$ cat config.mk
export PLATFORM = sky130hd
export DESIGN_NAME = iterative_shift_ctrl
export DESIGN_NICKNAME = d
export VERILOG_FILES = /design/src/rtl/iterative_shift_ctrl.sv
export SDC_FILE = /design/constraint.sdc
export NUM_CORES = 1
export LEC_CHECK = 0
export CAP_MARGIN = 25
export CORE_ASPECT_RATIO = 1.5
export CORE_MARGIN = 2
export CORE_UTILIZATION = 46
export DETAILED_ROUTE_END_ITERATION = 10
export PLACE_DENSITY = 0.76
export REMOVE_ABC_BUFFERS = 1
export SYNTH_ARGS = -nofsm -noshare
export SYNTH_HDL_FRONTEND = slang
export SYNTH_SLANG_ARGS = --single-unit
$ cat constraint.sdc
create_clock -name clock -period 2.5 [get_ports clock]
set_input_delay 0.75 -clock clock [delete_from_list [all_inputs] [get_ports clock]]
set_output_delay 0.75 -clock clock [all_outputs]
set_load 0.1 [all_outputs]
$ cat src/rtl/iterative_shift_ctrl.sv
// Iterative 1-bit-per-cycle shifter (SLL/SRL/SRA/ROR); latency shamt+1 cycles (1 for shamt=0).
// No backpressure: start is accepted only when not busy, requests during SHIFT are dropped.
module iterative_shift_ctrl #(
    parameter int WIDTH = 32,
    parameter int SHW   = 5
) (
    input  logic             clock,
    input  logic             reset,
    input  logic             start,
    input  logic [1:0]       op,
    input  logic [WIDTH-1:0] data_in,
    input  logic [SHW-1:0]   shamt,
    output logic [WIDTH-1:0] result,
    output logic             busy,
    output logic             done
);

    typedef enum logic [1:0] {
        IDLE  = 2'b00,
        SHIFT = 2'b01,
        DONE  = 2'b10
    } state_t;

    localparam logic [1:0]     OP_SLL  = 2'b00;
    localparam logic [1:0]     OP_SRL  = 2'b01;
    localparam logic [1:0]     OP_SRA  = 2'b10;
    localparam logic [SHW-1:0] CNT_ONE = SHW'(1);

    state_t           state, state_nxt;
    logic [WIDTH-1:0] acc;
    logic [WIDTH-1:0] acc_step;
    logic [SHW-1:0]   cnt;
    logic [1:0]       op_q;
    logic             accept;
    logic             last_step;

    assign accept    = start && (state != SHIFT);
    assign last_step = (state == SHIFT) && (cnt == CNT_ONE);
    assign busy      = (state == SHIFT);
    assign done      = (state == DONE);

    always_comb begin
        acc_step = acc;
        case (op_q)
            OP_SLL:  acc_step = {acc[WIDTH-2:0], 1'b0};
            OP_SRL:  acc_step = {1'b0, acc[WIDTH-1:1]};
            OP_SRA:  acc_step = {acc[WIDTH-1], acc[WIDTH-1:1]};
            default: acc_step = {acc[0], acc[WIDTH-1:1]};
        endcase
    end

    always_comb begin
        state_nxt = state;
        case (state)
            IDLE, DONE: begin
                if (start) begin
                    state_nxt = (shamt == '0) ? DONE : SHIFT;
                end else begin
                    state_nxt = IDLE;
                end
            end
            SHIFT: begin
                if (cnt == CNT_ONE) begin
                    state_nxt = DONE;
                end
            end
            default: state_nxt = IDLE;
        endcase
    end

    always_ff @(posedge clock or posedge reset) begin
        if (reset) begin
            state <= IDLE;
        end else begin
            state <= state_nxt;
        end
    end

    // result is only written on entry to DONE so partial shifts never leak out
    always_ff @(posedge clock or posedge reset) begin
        if (reset) begin
            acc    <= '0;
            cnt    <= '0;
            op_q   <= '0;
            result <= '0;
        end else if (accept) begin
            acc  <= data_in;
            cnt  <= shamt;
            op_q <= op;
            if (shamt == '0) begin
                result <= data_in;
            end
        end else if (state == SHIFT) begin
            acc <= acc_step;
            cnt <= cnt - CNT_ONE;
            if (last_step) begin
                result <= acc_step;
            end
        end
    end

endmodule

# [Yosys cells after proc, flatten, opt, wreduce, memory -nomap -nowiden]
# Index checks and enable logic that the tools add are counted.
[word_totals] elab_cells=36 out_inout_bits=34 reg_bits=73
[op_classes] reduce_logical=9 eq_ne=8 mux=13 n_addsub=1
[op_table] operator="$mux W32" count=6
[op_table] operator="$pmux W32 S3" count=1
[op_table] operator="$mux W5" count=2
[op_table] operator="$mux W2" count=3
[op_table] operator="$ne A2 B1 Y1 const B" count=3
[op_table] operator="$eq A5 B1 Y1 const B" count=1
[op_table] operator="$logic_not A5 Y1" count=1
[op_table] operator="$sub A5 B1 Y5 const B" count=1
[op_table] operator="$eq A2 B1 Y1 const B" count=2
[op_table] operator="$eq A2 B2 Y1 const B" count=2
[op_table] operator="$logic_not A2 Y1" count=2
[op_table] operator="$pmux W2 S2" count=1
[op_table] operator="$reduce_bool A2 Y1" count=2
[op_table] operator="$reduce_and A3 Y1" count=1
[op_table] operator="$logic_and A1 B1 Y1" count=2
[op_table] operator="$reduce_or A2 Y1" count=1

# [Longest topological paths before layout]
[logic_depth] ltp_word=5 ltp_mapped=7

# [Worst setup path before layout]
# Ideal clock, no wire load.
[synth_path] path_type="register to output" from="reg state[0]" to="out done" path_slack_ns=0.038 t_arrival_ns=1.712 required_ns=1.750 path_stages_with_launch=2 path_cell_list="dfrtp_1 nor2b_1"
[synth_via] elab_chain_len=1
[synth_rtl] item="from (decl)" line_no="29" text="state_t state, state_nxt;"
[synth_rtl] item="from (signal assigned)" line_no="75" text="state <= state_nxt;"
[synth_rtl] item="$eq A2 B2 Y1" line_no="40" text="assign done = (state == DONE);"
[synth_rtl] item="to (decl)" line_no="15" text="output logic done"
# No other way between the ends.

# [Final worst setup path]
[layout_path] from="in shamt[1]" to="reg result[13]"
[layout_via] elab_chain_len=3
[layout_rtl] item="from (decl)" line_no="12" text="input logic [SHW-1:0] shamt,"
[layout_rtl] item="$logic_not A5 Y1" line_no="90" text="if (shamt == '0) begin"
[layout_rtl] item="$ne A2 B1 Y1 (no source line)"
[layout_rtl] item="$reduce_and A3 Y1 (no source line)"
[layout_rtl] item="to (signal assigned)" line_no="91" text="result <= data_in;"
[layout_rtl] item="to (signal assigned)" line_no="97" text="result <= acc_step;"
[layout_rtl] item="to (decl)" line_no="13" text="output logic [WIDTH-1:0] result,"
# No other way between the ends.
# A chain may end at the register's enable or synchronous reset.

==> flow_summary.ini <==
[routing]
wire_per_inst_um = 16.8
postRouteAntennaNets = 0
viasPerCell = 5.37
num_vias = 2665
dr.first_iter.drc_count = 143
post-route-drc-count = 0
firstDrtPassIters = 4
wl_mm = 8.34

[final_layout]
fin_util = 0.632
drive_gt1_frac = 0.266
fin_cells = 496
nNetsFinal = 433
area_delta_synth_final_pct = 32.7
antenna_cells = 0

[synthesis]
yosysWarningCount = 0
yosys.area.top_type = dfrtp_1
netlist_area_um2 = 3620
syn_avg_cell_area_um2 = 11.7
synth-compound-area-share = 0.0753
yosysSeqAreaShare = 0.504
synth_cells = 311
synth_top_family_by_area = multiplexers
synthAdderAreaFrac = 0.00691
ys_types = 31
yosys.area_share.simple = 0.0908
synth_xor_area_frac = 0
yosys-mux-area-fraction = 0.285
ys_top_cells_by_area = dfrtp_1 50%, mux2_2 9.9%, mux2i_1 9.1%
yosys.area.top_type_share = 0.504
synth_seq_cells = 73

[die]
core_area_um2 = 7610
num_rows = 39
die_w_um = 76.5
num_io_pins = 76
die_h_um = 113
initial_core_util = 0.476
design.die.area_um2 = 8620

[run]
cap_violations = 0

[sta]
fin_crit_sh = 0.929
hold_violations = 0
rsz0062_at_grt = false
finalSetupViolations = 0
tightest_slew_ps = 522
setup_tns_ps = 0
relSlewSlack = 0.652
fin_crit_ps = 2320
hold_ws_ps = 493
slew_viol_final = 0
finalClockSkew_ps = 5.61
fmaxAchievable_mhz = 431

[place]
hpwl_mm = 5.82
port_buffers = 75
dp_cells = 480
gp_congestion = 0.778

[clock_tree]
clock_sinks = 73
holdBufCountCts = 0
postCtsResizedCells = 0
tritoncts = yes
clk_pin_slew_ps = 60
cts_buffer_depth = 2
clk_latency_ps = 340
post-cts-setup-buffer-count = 0
htree_levels = 3
cts_buffers = 9
root_buffer = clkbuf_16

[critical_path]
crit_arrival_ps = 2530
critPathMaxFanout = 9
crit_path_end_kind = register
critPathKind = in2reg
required_ps = 2710
start_kind = input pin

[grt]
grt_pass1_vias = 2840
antenna_found_initial = 0
grt_first_pass_wirelength_mm = 14.1
grt_usage = 0.209
grt_overflow = 0
grt_max_degree = 74

[outcome]
status = finished clean

[worst_hold_path]
hold_path.class = reg2reg
-- routing by layer --
metal  up-vias  global-route usage  wire [um]
met5         -                   0          0
met4         0              0.0861        153
met1      1311               0.259       3520
li1       1274                   -          -
met2        68               0.355       4320
met3        12              0.0439        348
-- worst paths after layout --
| path | start | end | slack [ps] | cells past startpoint |
|---|---|---|---|---|
| max | shamt[1] | result[13] | 180 | 6 |
| min | result[2] | result[2] | 490 | 1 |
| max reg2reg | state[0] | result[13] | 570 | 6 |
| min reg2reg | result[2] | result[2] | 490 | 1 |
| max in group asynchronous | reset | acc[6] | 1360 | 3 |
| min in group asynchronous | reset | result[1] | 800 | 3 |
-- area by class of cell --
cell class / count / area (um^2)
multi-input combinational: 210 / 1670
timing repair buffer: 89 / 833
sequential: 73 / 1830
clock inverter: 4 / 75.1
clock buffer: 12 / 256
tap: 102 / 128
fill: 619 / 2800
inverter: 6 / 22.5
-- layout by cell type (no fill, tap or decap), drive strengths merged, types with 2 or more instances in the layout --
cell           synthesis  routed
a21oi                  2       2
dfrtp                 73      73
bufinv                 0       2
buf                   14      48
nand2b                 3       3
mux2i                 33      33
clkbuf                 8      12
nor2b                  2       2
nor3                   2       2
nand3                 35      35
clkdlybuf4s50          0      41
inv                    5       5
nand2                 14      14
o21ai                 39      39
mux2                  61      61
ha                     2       2
nor2                   6       6
o211ai                 3       3
clkinvlp               0       2
-- worst max-delay path, cell delays in order --
cell             delay [ps]
clkdlybuf4s50_1         450
or4_4                   580
nor2_4                  130
o211ai_4                100
buf_4                   200
mux2_1                  320
-- cell usage after synthesis --
cell type and number:
a211oi_1 1, a21oi_1 2, a22oi_1 1, a31o_2 1
and2_1 1, buf_1 3, buf_2 8, buf_6 3
clkbuf_1 8, clkinv_1 1, dfrtp_1 73, ha_1 2
inv_1 5, mux2_1 25, mux2_2 32, mux2_4 4
mux2i_1 33, nand2_1 14, nand2b_1 3, nand3_1 35
nand4_1 1, nor2_1 5, nor2_4 1, nor2b_1 2
nor3_1 2, o211ai_1 2, o211ai_4 1, o21a_1 1
o21ai_0 39, or3_1 1, or4_4 1
-- stage by stage --
stage               worst slack, ps  area, um^2
floorplan                      -667        3510
CTS                             181        4810
detailed placement             -159        4480
finish                          178        4810
global placement              -79.1        4480
global route                    132        4810
-- state kept, by name, indices dropped and copies added, names as in the netlist --
signal and cells:
acc 32, cnt 5, op_q 2, result 32
state 2
-- kinds of logic (layout without fill, tap and decap cells) --
logic type	count (synthesis)	after routing
compound gates	48	48
fa+ha+maj	2	2
buf+inv	28	111
flops	73	73
mux	94	94
simple gates	66	66
Power is not shown: default switching activity piles up to over one toggle a cycle in this logic, so the estimate is an artifact.
